[src/rtl/imem_loader.sv]
// rtl/imem_loader.sv - byte-stream instruction memory loader; optional checksum via LOADER_CHECKSUM_EN
module imem_loader #(
  parameter int DEPTH_WORDS = 256,
  parameter int CNT_W       = 9
) (
  input  logic             clk,
  input  logic             reset,
  input  logic             start,
  input  logic [CNT_W-1:0] word_count,
  input  logic             rx_valid,
  input  logic [7:0]       rx_data,
  output logic             rx_ready,
  output logic             imem_we,
  output logic [31:0]      imem_addr,
  output logic [31:0]      imem_wdata,
  output logic             core_hold,
  output logic             busy,
  output logic             done,
  output logic             err
);

  localparam logic [CNT_W-1:0] DEPTH_C = CNT_W'(DEPTH_WORDS);
  localparam logic [CNT_W-1:0] ONE_C   = CNT_W'(1);

`ifdef LOADER_CHECKSUM_EN
  typedef enum logic [2:0] {
    S_IDLE  = 3'd0,
    S_RECV  = 3'd1,
    S_WRITE = 3'd2,
    S_CHECK = 3'd3,
    S_DONE  = 3'd4
  } state_t;
`else
  typedef enum logic [2:0] {
    S_IDLE  = 3'd0,
    S_RECV  = 3'd1,
    S_WRITE = 3'd2,
    S_DONE  = 3'd4
  } state_t;
`endif

  state_t           state_q, state_d;
  logic [CNT_W-1:0] count_q, count_d;
  logic [CNT_W-1:0] word_idx_q, word_idx_d;
  logic [CNT_W-1:0] next_idx;
  logic [1:0]       byte_idx_q, byte_idx_d;
  // Only the low three bytes are buffered; the fourth goes straight into imem_wdata.
  logic [23:0]      word_q, word_d;
  logic             rx_ready_q, rx_ready_d;
  logic             imem_we_q, imem_we_d;
  logic [31:0]      imem_addr_q, imem_addr_d;
  logic [31:0]      imem_wdata_q, imem_wdata_d;
  logic             core_hold_q, core_hold_d;
  logic             busy_q, busy_d;
  logic             done_q, done_d;
  logic             err_q, err_d;
  logic             rx_fire;
`ifdef LOADER_CHECKSUM_EN
  logic [7:0]       sum_q, sum_d;
`endif

  assign rx_fire  = rx_valid && rx_ready_q;
  assign next_idx = word_idx_q + ONE_C;

  // Next-state logic; every registered output is derived from the state being entered.
  always_comb begin
    state_d      = state_q;
    count_d      = count_q;
    word_idx_d   = word_idx_q;
    byte_idx_d   = byte_idx_q;
    word_d       = word_q;
    imem_addr_d  = imem_addr_q;
    imem_wdata_d = imem_wdata_q;
    core_hold_d  = core_hold_q;
    done_d       = done_q;
    err_d        = err_q;
`ifdef LOADER_CHECKSUM_EN
    sum_d        = sum_q;
`endif
    case (state_q)
      S_IDLE, S_DONE: begin
        if (start) begin
          done_d      = 1'b0;
          err_d       = 1'b0;
          word_idx_d  = '0;
          byte_idx_d  = '0;
          core_hold_d = 1'b1;
          count_d     = word_count;
`ifdef LOADER_CHECKSUM_EN
          sum_d       = '0;
`endif
          if (word_count == '0) begin
            state_d = S_DONE;
          end else if (word_count > DEPTH_C) begin
            state_d = S_DONE;
            err_d   = 1'b1;
          end else begin
            state_d = S_RECV;
          end
        end
      end
      S_RECV: begin
        if (rx_fire) begin
`ifdef LOADER_CHECKSUM_EN
          sum_d = sum_q + rx_data;
`endif
          byte_idx_d = byte_idx_q + 2'd1;
          case (byte_idx_q)
            2'd0:    word_d[7:0]   = rx_data;
            2'd1:    word_d[15:8]  = rx_data;
            2'd2:    word_d[23:16] = rx_data;
            default: begin
              state_d      = S_WRITE;
              imem_wdata_d = {rx_data, word_q};
              imem_addr_d  = {{(30-CNT_W){1'b0}}, word_idx_q, 2'b00};
            end
          endcase
        end
      end
      S_WRITE: begin
        word_idx_d = next_idx;
        if (next_idx == count_q) begin
`ifdef LOADER_CHECKSUM_EN
          state_d = S_CHECK;
`else
          state_d = S_DONE;
`endif
        end else begin
          state_d = S_RECV;
        end
      end
`ifdef LOADER_CHECKSUM_EN
      S_CHECK: begin
        if (rx_fire) begin
          if (rx_data != (8'd0 - sum_q)) begin
            err_d = 1'b1;
          end
          state_d = S_DONE;
        end
      end
`endif
      default: state_d = S_IDLE;
    endcase
    if (state_d == S_DONE) begin
      done_d      = 1'b1;
      core_hold_d = 1'b0;
    end
`ifdef LOADER_CHECKSUM_EN
    rx_ready_d = (state_d == S_RECV) || (state_d == S_CHECK);
    busy_d     = (state_d == S_RECV) || (state_d == S_WRITE) || (state_d == S_CHECK);
`else
    rx_ready_d = (state_d == S_RECV);
    busy_d     = (state_d == S_RECV) || (state_d == S_WRITE);
`endif
    imem_we_d = (state_d == S_WRITE);
  end

  // State and registered outputs; reset abandons any load in flight.
  always_ff @(posedge clk) begin
    if (!reset) begin
      state_q      <= S_IDLE;
      count_q      <= '0;
      word_idx_q   <= '0;
      byte_idx_q   <= '0;
      word_q       <= '0;
      rx_ready_q   <= 1'b0;
      imem_we_q    <= 1'b0;
      imem_addr_q  <= '0;
      imem_wdata_q <= '0;
      core_hold_q  <= 1'b1;
      busy_q       <= 1'b0;
      done_q       <= 1'b0;
      err_q        <= 1'b0;
`ifdef LOADER_CHECKSUM_EN
      sum_q        <= '0;
`endif
    end else begin
      state_q      <= state_d;
      count_q      <= count_d;
      word_idx_q   <= word_idx_d;
      byte_idx_q   <= byte_idx_d;
      word_q       <= word_d;
      rx_ready_q   <= rx_ready_d;
      imem_we_q    <= imem_we_d;
      imem_addr_q  <= imem_addr_d;
      imem_wdata_q <= imem_wdata_d;
      core_hold_q  <= core_hold_d;
      busy_q       <= busy_d;
      done_q       <= done_d;
      err_q        <= err_d;
`ifdef LOADER_CHECKSUM_EN
      sum_q        <= sum_d;
`endif
    end
  end

  assign rx_ready   = rx_ready_q;
  assign imem_we    = imem_we_q;
  assign imem_addr  = imem_addr_q;
  assign imem_wdata = imem_wdata_q;
  assign core_hold  = core_hold_q;
  assign busy       = busy_q;
  assign done       = done_q;
  assign err        = err_q;

endmodule

[config.mk]
export PLATFORM = sky130hd
export DESIGN_NAME = imem_loader
export DESIGN_NICKNAME = d
export VERILOG_FILES = /design/src/rtl/imem_loader.sv
export SDC_FILE = /design/constraint.sdc
export NUM_CORES = 1
export LEC_CHECK = 0
export BUFFER_PORTS_ARGS = -buffer_cell sky130_fd_sc_hd__buf_2
export CAP_MARGIN = 10
export CORE_MARGIN = 2
export CORE_UTILIZATION = 45
export CTS_CLUSTER_DIAMETER = 80
export DETAILED_ROUTE_END_ITERATION = 10
export PLACE_DENSITY = 0.7
export SYNTH_ARGS = -nofsm -noshare
export SYNTH_HDL_FRONTEND = slang
export SYNTH_SLANG_ARGS = --single-unit
export TNS_END_PERCENT = 10
[constraint.sdc]
create_clock -name clk -period 2.1 [get_ports clk]
set_input_delay 0 -clock clk [delete_from_list [all_inputs] [get_ports clk]]
set_output_delay 0 -clock clk [all_outputs]
set_load 0.02 [all_outputs]
=== Word level (Yosys, flattened, before mapping) ===
Cells that the tools add are included.
Widths: inputs -> output; s select.

* Bits in registers: 94
* Input port bits: 21

* Add/sub/neg operators: 2
* $lt $le $gt $ge: 1
* Equality and inequality tests: 11
* Mux-type cells: 20
* Bitwise logic cells: 1
* Reductions and logical operators: 19

{| class="wikitable"
|+ Operator list
! cell !! number
|-
| $mux 3 || 6
|-
| $pmux 9 s2 || 1
|-
| $reduce_and 3->1 || 5
|-
| $add 9x1->9 const B || 1
|-
| $eq 9x9->1 || 1
|-
| $gt 9x9->1 const B || 1
|-
| $logic_not 9->1 || 1
|-
| $mux 9 || 1
|-
| $pmux 3 s3 || 1
|-
| $mux 1 || 8
|-
| $reduce_bool 2->1 || 4
|-
| $eq 3x1->1 const B || 2
|-
| $eq 3x2->1 const B || 2
|-
| $eq 3x3->1 const B || 2
|-
| $reduce_and 2->1 || 3
|-
| $mux 2 || 2
|-
| $ne 2x2->1 const B || 2
|-
| $pmux 2 s2 || 1
|-
| $logic_not 3->1 || 1
|-
| $reduce_or 3->1 || 1
|-
| $add 2x1->2 const B || 1
|-
| $eq 2x1->1 const B || 1
|-
| $eq 2x2->1 const B || 1
|-
| $logic_not 2->1 || 1
|-
| 4 further kinds || 4
|}

=== Longest topological paths before layout ===
Gate-level depths: netlist of the first run.

* Depth in word-level cells: 8
* Gate-level depth with buffers: 8

=== Least setup slack after synthesis of the first run ===
No wires, ideal clock.

* Path kind: reg2reg
* From: register word_idx_q[1]
* To: register state_q[2]
* Setup time: 0.115 ns
* Arrival: 1.721 ns
* Data required time: 1.985 ns
* Slack: 0.264 ns
* Cell stages (with the launch flop): 7
* Path buffers: 0
* Period minus slack after synthesis: 1.836 ns
* Cells stage by stage: dfxtp_1 > ha_1 > nand3_1 > or3_1 > a21oi_1 > a2111oi_4 > a21bo_1

* Cells in the longest elaborated chain, start to end: 4

{| class="wikitable"
|+ RTL lines
! item !! RTL line !! text
|-
| start, declared || 44 || <nowiki>logic [CNT_W-1:0] word_idx_q, word_idx_d;</nowiki>
|-
| start signal, assigned || 180 || <nowiki>word_idx_q <= word_idx_d;</nowiki>
|-
| $add 9x1->9 || 63 || <nowiki>assign next_idx = word_idx_q + ONE_C;</nowiki>
|-
| $eq 9x9->1 || 122 || <nowiki>if (next_idx == count_q) begin</nowiki>
|-
| $mux 3 || 122 ||
|-
| $pmux 3 s3 || 80 || <nowiki>case (state_q)</nowiki>
|-
| end signal, assigned || 178 || <nowiki>state_q <= state_d;</nowiki>
|-
| end, declared || 42 || <nowiki>state_t state_q, state_d;</nowiki>
|}

Every way passes these cells.
A chain may end at the register's enable or synchronous reset.

=== Worst setup path after layout of the first run ===
* From: register word_idx_q[3]
* To: register state_q[2]

The elaborated chain is that of the path after synthesis.

==> impl_results.md, run 1 <==
* Status: finished clean
* Synth warn at 0
* GRT Total Usage at 0.198
* Vias at 3620
* Vias in the first global route at between 3000 and 4000
* Slew @ Worst Pin at 0.639 ns
* Critical Path Sink: state_q[2]
* Minimum clock period at around 2.0 ns
* Max cap viols at 0
* XOR/XNOR share of the synthesized area at 0.0144
* Placed instance area at ~0.0045 mm2
* Largest family of logic cells by synthesized area: simple AND/OR/NAND/NOR gates
* Worst setup SP type: register
* Antenna violations before repair at 0
* Fin area at 0.00492 mm2
* Multiplexer area fraction after synthesis at 0
* R2r worst-path depth at 6
* Area Growth Syn to Fin at 15.7%
* GP Congestion at 0.841
* RSZ-0062 raised after global routing: false
* CP max stage cell: dfxtp_1
* Post-synth ARST share at 0
* GRT overflow at 0
* Post-synth EDFFs at 0
* PD cells at between 600 and 700 mW/mm2
* Post-synthesis simple-gate area fraction at 0.244
* Reg clk slew, reported paths at around 0.10 ns
* Global routing usage on met2 at 0.312
* Cell breakdown of the critical path: nand3_1 > or3_1 > a21oi_1 > a2111oi_4 > buf_4 > a21bo_1
* Compound-Gate Fraction of Synth Area at 0.197
* Hold Violations, Final at 0
* CTS Buf Count at 9
* Met1 GRT Util at 0.263
* Post-synth top flop: dfxtp_1
* Drt wl/cell at 13.9 um
* Finished Layout Cells at between 600 and 700
* Die Wd at ~100 um
* Synth area leaders: dfxtp_1 (44%), nand2_1 (13%), a21boi_1 (7.2%), a21boi_0 (6.4%), buf_4 (5.1%)
* Max Freq at approximately 510 MHz
* Worst Setup SP: word_idx_q[3]
* Final core area utilization at 0.535
* Final WL at around 9700 um
* Post-Synthesis Cells at between 500 and 600
* Crit path required time at about 2.4 ns
* H-Tree Depth at 3
* DP HPWL at around 6500 um
* Latest clock arrival within the worst-skew pair at 0.37 ns
* Global-route track usage on met3 at 0.0324
* Share of cells above drive strength 1 at 0.175
* Grt peak-use layer: met2
* Placed insts at 664
* Final worst-path cycle share at 0.931
* CP arrival at ~2.2 ns
* Worst vdd ir at between 200 and 300 uV
* Top Ports at 91
* Clk sink count at 94
* Final setup violation count at 0
* Synth Area in Adders at 0.0176
* Die Area at roughly 0.010 mm2
* Cell accounting for the most synthesized area: dfxtp_1
* Crit path max fanout at 10
* Largest net degree at the start of global routing at ~50
* Port Buf Inserts at 67
* TritonCTS clock tree: yes
* Lkg Pwr at ~2 nW
* Crit path max-delay family: simple AND/OR/NAND/NOR gates
* Share of the synthesized area in the top cell type at 0.442
* Antenna diode count at 0
* Hold WC Path Type: input port to register
* Mapped cell area at 0.00425 mm2
* Synthesized flop and latch total at 94
* First-pass GRT wire length at about 16000 um
* Core area at just over 0.009 mm2
* DRT Pass-1 Iters at 4
* R2R Path End: state_q[2]
* Clock root buffer master: clkbuf_8
* Seq/Total Area, Yosys at 0.442
* Hold path depth at 3
* Unique masters post-synth at 46
* Reg2reg start: word_idx_q[3]
* Initial Util at 0.463
* Post-Route Skew at about 0.013 ns
* Nets@finish at between 600 and 700
* Via-to-Cell Ratio at 5.19
* Crit-path max cell delay at 0.58 ns
* Worst Path Buf+Inv at 1
* Critical Path Stages at 6
* Die height at slightly above 100 um
* Worst reg2reg setup slack at approximately 0.15 ns
* Worst setup EP type: register
* Avg Inst Size Synth at approximately 8.3 um2
* Residual DRC at 0
* Rel. slew slack at 0.572
* Initial DRC Count at between 150 and 200
* Fin. max-slew vios at 0
* Longest Clk Path Bufs at 2
* Row cnt at 35
* FILL cells at between 800 and 900
* Setup Total Neg Slack at 0 ns
* ANT nets after route at 0
* Setup CP Type: register to register
-- layer usage --
| layer | up-vias | share of wire |
|---|---|---|
| met2 | 116 | 0.47 |
| met3 | 17 | 0.062 |
| met1 | 1671 | 0.45 |
| met5 | - | 0 |
| met4 | 0 | 0.021 |
| li1 | 1816 | - |
-- worst register-to-register path, delay by kind of cell, from the launching register on --
family | cells | cell delay (ns)
AO/OA/AOI/OAI | 3 | 0.49
AND/OR/NAND/NOR | 2 | 0.62
buffers and inverters | 1 | 0.18
flip-flops | 1 | 0.58
-- layout make-up --
type | count | area (um2) | area share
clock buffer | 9 | 124 | 0.0252
clock inverter | 7 | 62.6 | 0.0127
inverter | 4 | 15.0 | 0.00305
multi-input combinational | 378 | 2110 | 0.429
sequential | 94 | 1880 | 0.383
tap | 111 | 139 | 0.0282
timing repair buffer | 95 | 588 | 0.120
-- cell families (layout without fill, tap and decap cells) --
| family | after synthesis | in the layout |
|---|---|---|
| buffers and inverters | 63 | 115 |
| and+or+nand+nor | 226 | 226 |
| AOI/OAI and AO/OA | 116 | 116 |
| adders and majority gates | 6 | 6 |
| other | 1 | 23 |
| xor gates and xnor gates | 7 | 7 |
| DFF | 94 | 94 |
-- timing repair --
item                       4_1_cts  5_1_grt
setup buffers                    0        1
setup endpoints to repair        0       17
resized for setup                0        3
hold buffers                    17        0
hold endpoints to repair        41        0
-- Yosys cell counts (all sizes together) (2+ instances only) --
master,instances
nand4,2
xor2,3
xnor2,4
clkbuf,23
a21oi,11
nor2b,10
and2,3
o21ai,13
nor3b,3
nor2,5
nand3,35
buf,36
nand2,144
or3b,2
nor4,4
or3,3
a21boi,77
inv,4
and3,7
a31oi,3
ha,6
dfxtp,94
nor3,6
-- power by group --
group,switching (W),internal [W]
Clock,0.000687,0.000458
Combinational,0.000163,0.000114
Sequential,0.0000206,0.00180
-- cell usage in the layout (no fill, tap or decap), types with 9 or more instances in the layout --
| cell type | count |
|---|---|
| o21ai_0 | 11 |
| a21oi_1 | 11 |
| nor2b_1 | 10 |
| buf_2 | 67 |
| buf_4 | 11 |
| dlygate4sd3_1 | 17 |
| a21boi_1 | 41 |
| nand3_1 | 34 |
| nand2_1 | 144 |
| conb_1 | 23 |
| dfxtp_1 | 93 |
| clkbuf_8 | 9 |
| a21boi_0 | 36 |
-- per-stage QoR --
step	power (W)	worst slack (ns)	hold slack, ns
finish	0.00325	0.146	0.0345
global route	0.00339	0.0159	0.0413
CTS	0.00328	0.0521	0.0193
detailed placement	0.00211	0.0762	0.270
global placement	0.00211	0.185	0.269
floorplan	0.00207	0.264	0.135
-- registers in the layout, indices dropped and copies added, names as in the netlist --
register / count
done: 1
word_q: 24
imem_we: 1
err: 1
rx_ready: 1
byte_idx_q: 2
imem_addr: 9
state_q: 3
busy: 1
count_q: 9
imem_wdata: 32
word_idx_q: 9
core_hold: 1
-- worst min path at each step --
stage	start	endpoint	slack [ns]
2_1_floorplan	rx_data[0]	imem_wdata[24]	0.13
3_3_place_gp	word_count[5]	count_q[5]	0.27
3_5_place_dp	word_count[0]	count_q[0]	0.27
4_1_cts	reset	busy	0.02
5_1_grt	reset	busy	0.04
6_report	reset	busy	0.03
Note: power is estimated with default switching activity, not from simulation.
==> run 2: changes to the inputs <==
--- a/config.mk
+++ b/config.mk
@@ -11,7 +11,7 @@
 export CORE_UTILIZATION = 45
 export CTS_CLUSTER_DIAMETER = 80
 export DETAILED_ROUTE_END_ITERATION = 10
-export PLACE_DENSITY = 0.7
+export PLACE_DENSITY = 0.8
 export SYNTH_ARGS = -nofsm -noshare
 export SYNTH_HDL_FRONTEND = slang
 export SYNTH_SLANG_ARGS = --single-unit
==> run 2 against run 1 <==
  * Count of clock-buffer cells in the layout is 1 higher
  * Largest cell class unchanged
  * Global-route usage about the same
  * Non-clock buffer count increased by 1
  * Sequential power barely moved
  * Power increased by 3.6%
  * Via count up 1.3%
  * Die area unchanged
  * Final cell count rose by 0.14%
==> impl_results.md, run 2 (same netlist as run 1, synthesis figures left out) <==
* Status: finished clean
* Via-to-Cell Ratio at between 5 and 6
* Fin. max-slew vios at 0
* Final WL at ~10000 um
* Crit-path max cell delay at ~0.55 ns
* Most frequent cells in the layout: nand2_1 (144), dfxtp_1 (94), buf_2 (67)
* RSZ-0062 raised after global routing: false
* Setup Total Neg Slack at 0 ns
* Crit path required time at 2.32 ns
* Final setup violation count at 0
* Worst vdd ir at 270 uV
* GP Congestion at about 0.86
* Vias at between 3000 and 4000
* DP HPWL at 6570 um
* Largest net degree at the start of global routing at 52
* Vias in the first global route at around 3500
* Max cap viols at 0
* Reg2reg start: word_idx_q[3]
* Max FFs per register at 32
* Top Ports at 91
* Drt wl/cell at between 10 and 15 um
* Clock root buffer master: clkbuf_8
* PD cells at 678 mW/mm2
* Worst Setup SP: word_idx_q[3]
* Initial Util at 0.463
* # resized after CTS at 0
* GRT Total Usage at 0.197
* Antenna violations before repair at 0
* Core area at 0.00920 mm2
* DRT Pass-1 Iters at 5
* First-pass GRT wire length at 16100 um
* Crit path max-delay family: compound AO/OA/AOI/OAI gates
* Share of cells above drive strength 1 at 0.173
* CTS Buf Count at 9
* FILL cells at 835
* Hold path start: rx_valid
* Post-Route Skew at 0.0114 ns
* Row cnt at 35
* Nets@finish at 610
* Die Wd at around 100 um
* Port Buf Inserts at between 60 and 70
* Area Growth Syn to Fin at 16.5%
* Most common cell after layout, fill and taps aside: nand2_1
* Lkg Pwr at between 1.5 and 2 nW
* Worst setup EP type: register
* Setup CP Type: register to register
* Hold Slack at 0.0660 ns
* Rel. slew slack at 0.539
* Latest clock arrival within the worst-skew pair at 0.36 ns
* Initial DRC Count at roughly 170
* Slew @ Worst Pin at approximately 0.69 ns
* Worst setup SP type: register
* CP max stage cell: dfxtp_1
* Residual DRC at 0
* Cell breakdown of the critical path: nand4_1 > o21ai_1 > o211ai_1 > a2111oi_4 > a21oi_1
* CP arrival at between 2 and 2.5 ns
* GRT overflow at 0
* Die height at ~100 um
* Minimum clock period at about 1.9 ns
* Worst Path Buf+Inv at 0
* Max Freq at roughly 530 MHz
* Footprint of the multi-input gates at between 0.002 and 0.0025 mm2
* Die Area at 0.0102 mm2
* TritonCTS clock tree: yes
* Reg clk slew, reported paths at around 0.090 ns
* Longest Clk Path Bufs at 2
* Crit path max fanout at 10
* Antenna diode count at 0
* Sequential Area at 0.00188 mm2
* Hold Violations, Final at 0
* H-Tree Depth at 3
* ANT nets after route at 0
* Final worst-path cycle share at 0.900
* Clk sink count at 94
* Hold WC Path Type: input port to register
[run 2: worst paths after layout]
kind         slack [ns]             to  depth (start not counted)
max                0.21     state_q[0]                          5
min                0.07  byte_idx_q[1]                          4
max reg2reg        0.21     state_q[0]                          5
min reg2reg        0.45   imem_addr[6]                          2
[run 2: final cells by class]
type                       count  area share
inverter                       4     0.00303
tap                          111      0.0280
timing repair buffer          96       0.123
sequential                    94       0.380
multi-input combinational    378       0.424
clock inverter                 6      0.0149
clock buffer                  10      0.0278
[run 2: power by group]
part	total, W	switching [W]	internal, W	leakage, nW
clock network	0.00126	0.000660	0.000600	0.101
logic	0.000279	0.000167	0.000112	1.12
registers	0.00182	0.0000195	0.00180	0.760
[run 2: per-stage QoR]
stage	utilization	area (um2)	instances	worst slack, ns	total power [W]
final	0.539	4960	699	0.210	0.00336
after global routing	0.539	4960	699	0.0434	0.00350
after CTS	0.539	4960	699	0.221	0.00338
after detailed placement	0.497	4570	666	0.221	0.00212
after global placement	0.497	4570	666	0.276	0.00211
after floorplan	-	4340	535	0.264	0.00207
[run 2: worst reg2reg max path, cell delays in order, from the launching register on]
cell       delay [ns]
dfxtp_1          0.55
nand4_1          0.26
o21ai_1          0.19
o211ai_1         0.14
a2111oi_4        0.50
a21oi_1          0.13
[run 2: what timing repair did]
item,CTS,global route
hold buffers,17,0
buffers inserted,0,0
endpoints found under the hold margin,40,0
[run 2: layer usage]
metal  track usage  part of all wire  up-vias
met4        0.0759             0.016        0
met5             0                 0        -
met2         0.325              0.47      100
met1         0.259              0.47     1737
met3        0.0331             0.046       13
li1              -                 -     1816
==> run 3: changes to the inputs <==
--- a/config.mk
+++ b/config.mk
@@ -11,6 +11,7 @@
 export CORE_UTILIZATION = 45
 export CTS_CLUSTER_DIAMETER = 80
 export DETAILED_ROUTE_END_ITERATION = 10
+export GPL_TIMING_DRIVEN = 0
 export PLACE_DENSITY = 0.8
 export SYNTH_ARGS = -nofsm -noshare
 export SYNTH_HDL_FRONTEND = slang
==> run 3 against run 2 <==
  * Count of clock-buffer cells in the layout fell by 1
  * Final cell count is 6.7% higher
  * Fmax is 3.1% lower
  * Setup slack got worse by 0.061 ns
  * Clock power grew 6%
  * Final area increased by 5.5%
  * Critical path depth rose by 2
  * Die area stayed put
  * Critical path type unchanged
  * Largest cell class unchanged
==> impl_results.md, run 3 (same netlist as run 1, synthesis figures left out) <==
* Grt peak-use layer: met2
* Rel. slew slack at 0.534
* Status: finished clean
* FILL cells at between 800 and 900
* Global routing usage on met2 at 0.342
* Final WL at roughly 11000 um
* Initial DRC Count at about 190
* Worst setup EP type: register
* First-pass GRT wire length at ~17000 um
* Largest net degree at the start of global routing at 17
* Met1 GRT Util at 0.264
* ANT nets after route at 0
* Placed insts at slightly above 700
* Hold WC Path Type: input port to register
* Residual DRC at 0
* Vias in the first global route at around 3600
* Latest clock arrival within the worst-skew pair at ~0.36 ns
* Lkg Pwr at 2.14 nW
* GRT overflow at 0
* Slew @ Worst Pin at between 0.6 and 0.7 ns
* Initial Util at 0.463
* Max FFs per register at 32
* Worst setup SP type: register
* H-Tree Depth at 3
* Hold Violations, Final at 0
* Vias at 3870
* Global-route track usage on met3 at 0.0359
* Clk sink count at 94
* Post-Route Skew at approximately 0.012 ns
* CTS Buf Count at 9
* Antenna diode count at 0
* Die Area at between 0.01 and 0.015 mm2
* Drt wl/cell at ~14 um
* Area Growth Syn to Fin at 22.9%
* Finished Layout Cells at about 750
* Minimum clock period at ~2.0 ns
* CP arrival at approximately 2.2 ns
* GRT Total Usage at 0.209
* Via-to-Cell Ratio at 5.19
* Max cap viols at 0
* Most common cell after layout, fill and taps aside: nand2_1
* Max Freq at 512 MHz
* Most frequent cells in the layout: nand2_1 (144), dfxtp_1 (93), buf_2 (74)
* Port Buf Inserts at 67
* Crit path max fanout at 8
* RSZ-0062 raised after global routing: false
* Antenna violations before repair at 0
* Core area at just over 0.009 mm2
* Nets@finish at 658
* Fin. max-slew vios at 0
* DP HPWL at roughly 7500 um
* Clock root buffer master: clkbuf_8
* Die Wd at 101 um
* Sequential Area at roughly 0.0019 mm2
* Row cnt at 35
* Top Ports at 91
* Crit path required time at 2.37 ns
* Die height at 101 um
* Share of cells above drive strength 1 at 0.203
* Setup CP Type: register to register
* Overall power at around 0.0035 W
* PD cells at 666 mW/mm2
* Final setup violation count at 0
* GP Congestion at 0.884
* Footprint of the multi-input gates at around 0.0021 mm2
* Final worst-path cycle share at 0.929
* Reg clk slew, reported paths at 0.10 ns
* Longest Clk Path Bufs at 2
* TritonCTS clock tree: yes
* Worst vdd ir at approximately 400 uV
* DRT Pass-1 Iters at 5
run 3: area by class of cell:
class                   count  share of cell area
clock buffers               9              0.0237
well taps                 111              0.0266
inverters                   4             0.00287
repair buffers             85              0.0982
multi-input cells         378               0.405
clock inverters             6              0.0182
flip-flops and latches     94               0.360
plain buffers              59              0.0649
run 3: per-layer routing:
layer / wire length [um] / part of all wire / vias up
li1: - / - / 1913
met1: 4700 / 0.45 / 1801
met2: 4930 / 0.47 / 126
met3: 568 / 0.054 / 30
met4: 359 / 0.034 / 0
met5: 0 / 0 / -
run 3: power by group:
group          switching (W)  internal [W]  leakage (nW)
combinational       0.000183      0.000144          1.28
sequential         0.0000183       0.00180         0.760
clock               0.000653      0.000676         0.104
total               0.000854       0.00262          2.14
run 3: through the flow:
stage	util	cell area, um2	setup WS, ns	setup TNS [ns]	hold WS, ns
floorplan	-	4340	0.264	0	0.135
global placement	0.523	4810	-0.0450	-0.0489	0.270
detailed placement	0.523	4810	-0.167	-0.655	0.274
CTS	0.567	5220	0.0747	0	0.0543
global route	0.568	5230	0.0228	0	0.0898
finish	0.568	5230	0.149	0	0.0499
run 3: worst paths after layout:
check	slack, ns	cells past startpoint	from	end
worst min register to register	0.45	2	imem_addr[6]	imem_addr[6]
worst max-delay path	0.15	7	word_idx_q[1]	state_q[2]
worst min-delay path	0.05	4	rx_valid	byte_idx_q[1]
worst max register to register	0.15	7	word_idx_q[1]	state_q[2]
run 3: repair_timing:
action / in CTS / in global routing
setup endpoints to repair: 6 / 5
gates cloned: 0 / 0
pin swaps: 1 / 0
hold buffers: 17 / 0
endpoints found under the hold margin: 41 / 0
buffers inserted: 1 / 0
resized for setup: 3 / 1
run 3: critical path, cell delays in order, from the launching register on:
cell	delay (ns)
dfxtp_2	0.43
ha_4	0.21
nand3_2	0.16
or3_1	0.38
a21oi_1	0.25
a2111oi_4	0.08
buf_4	0.18
a21bo_1	0.16
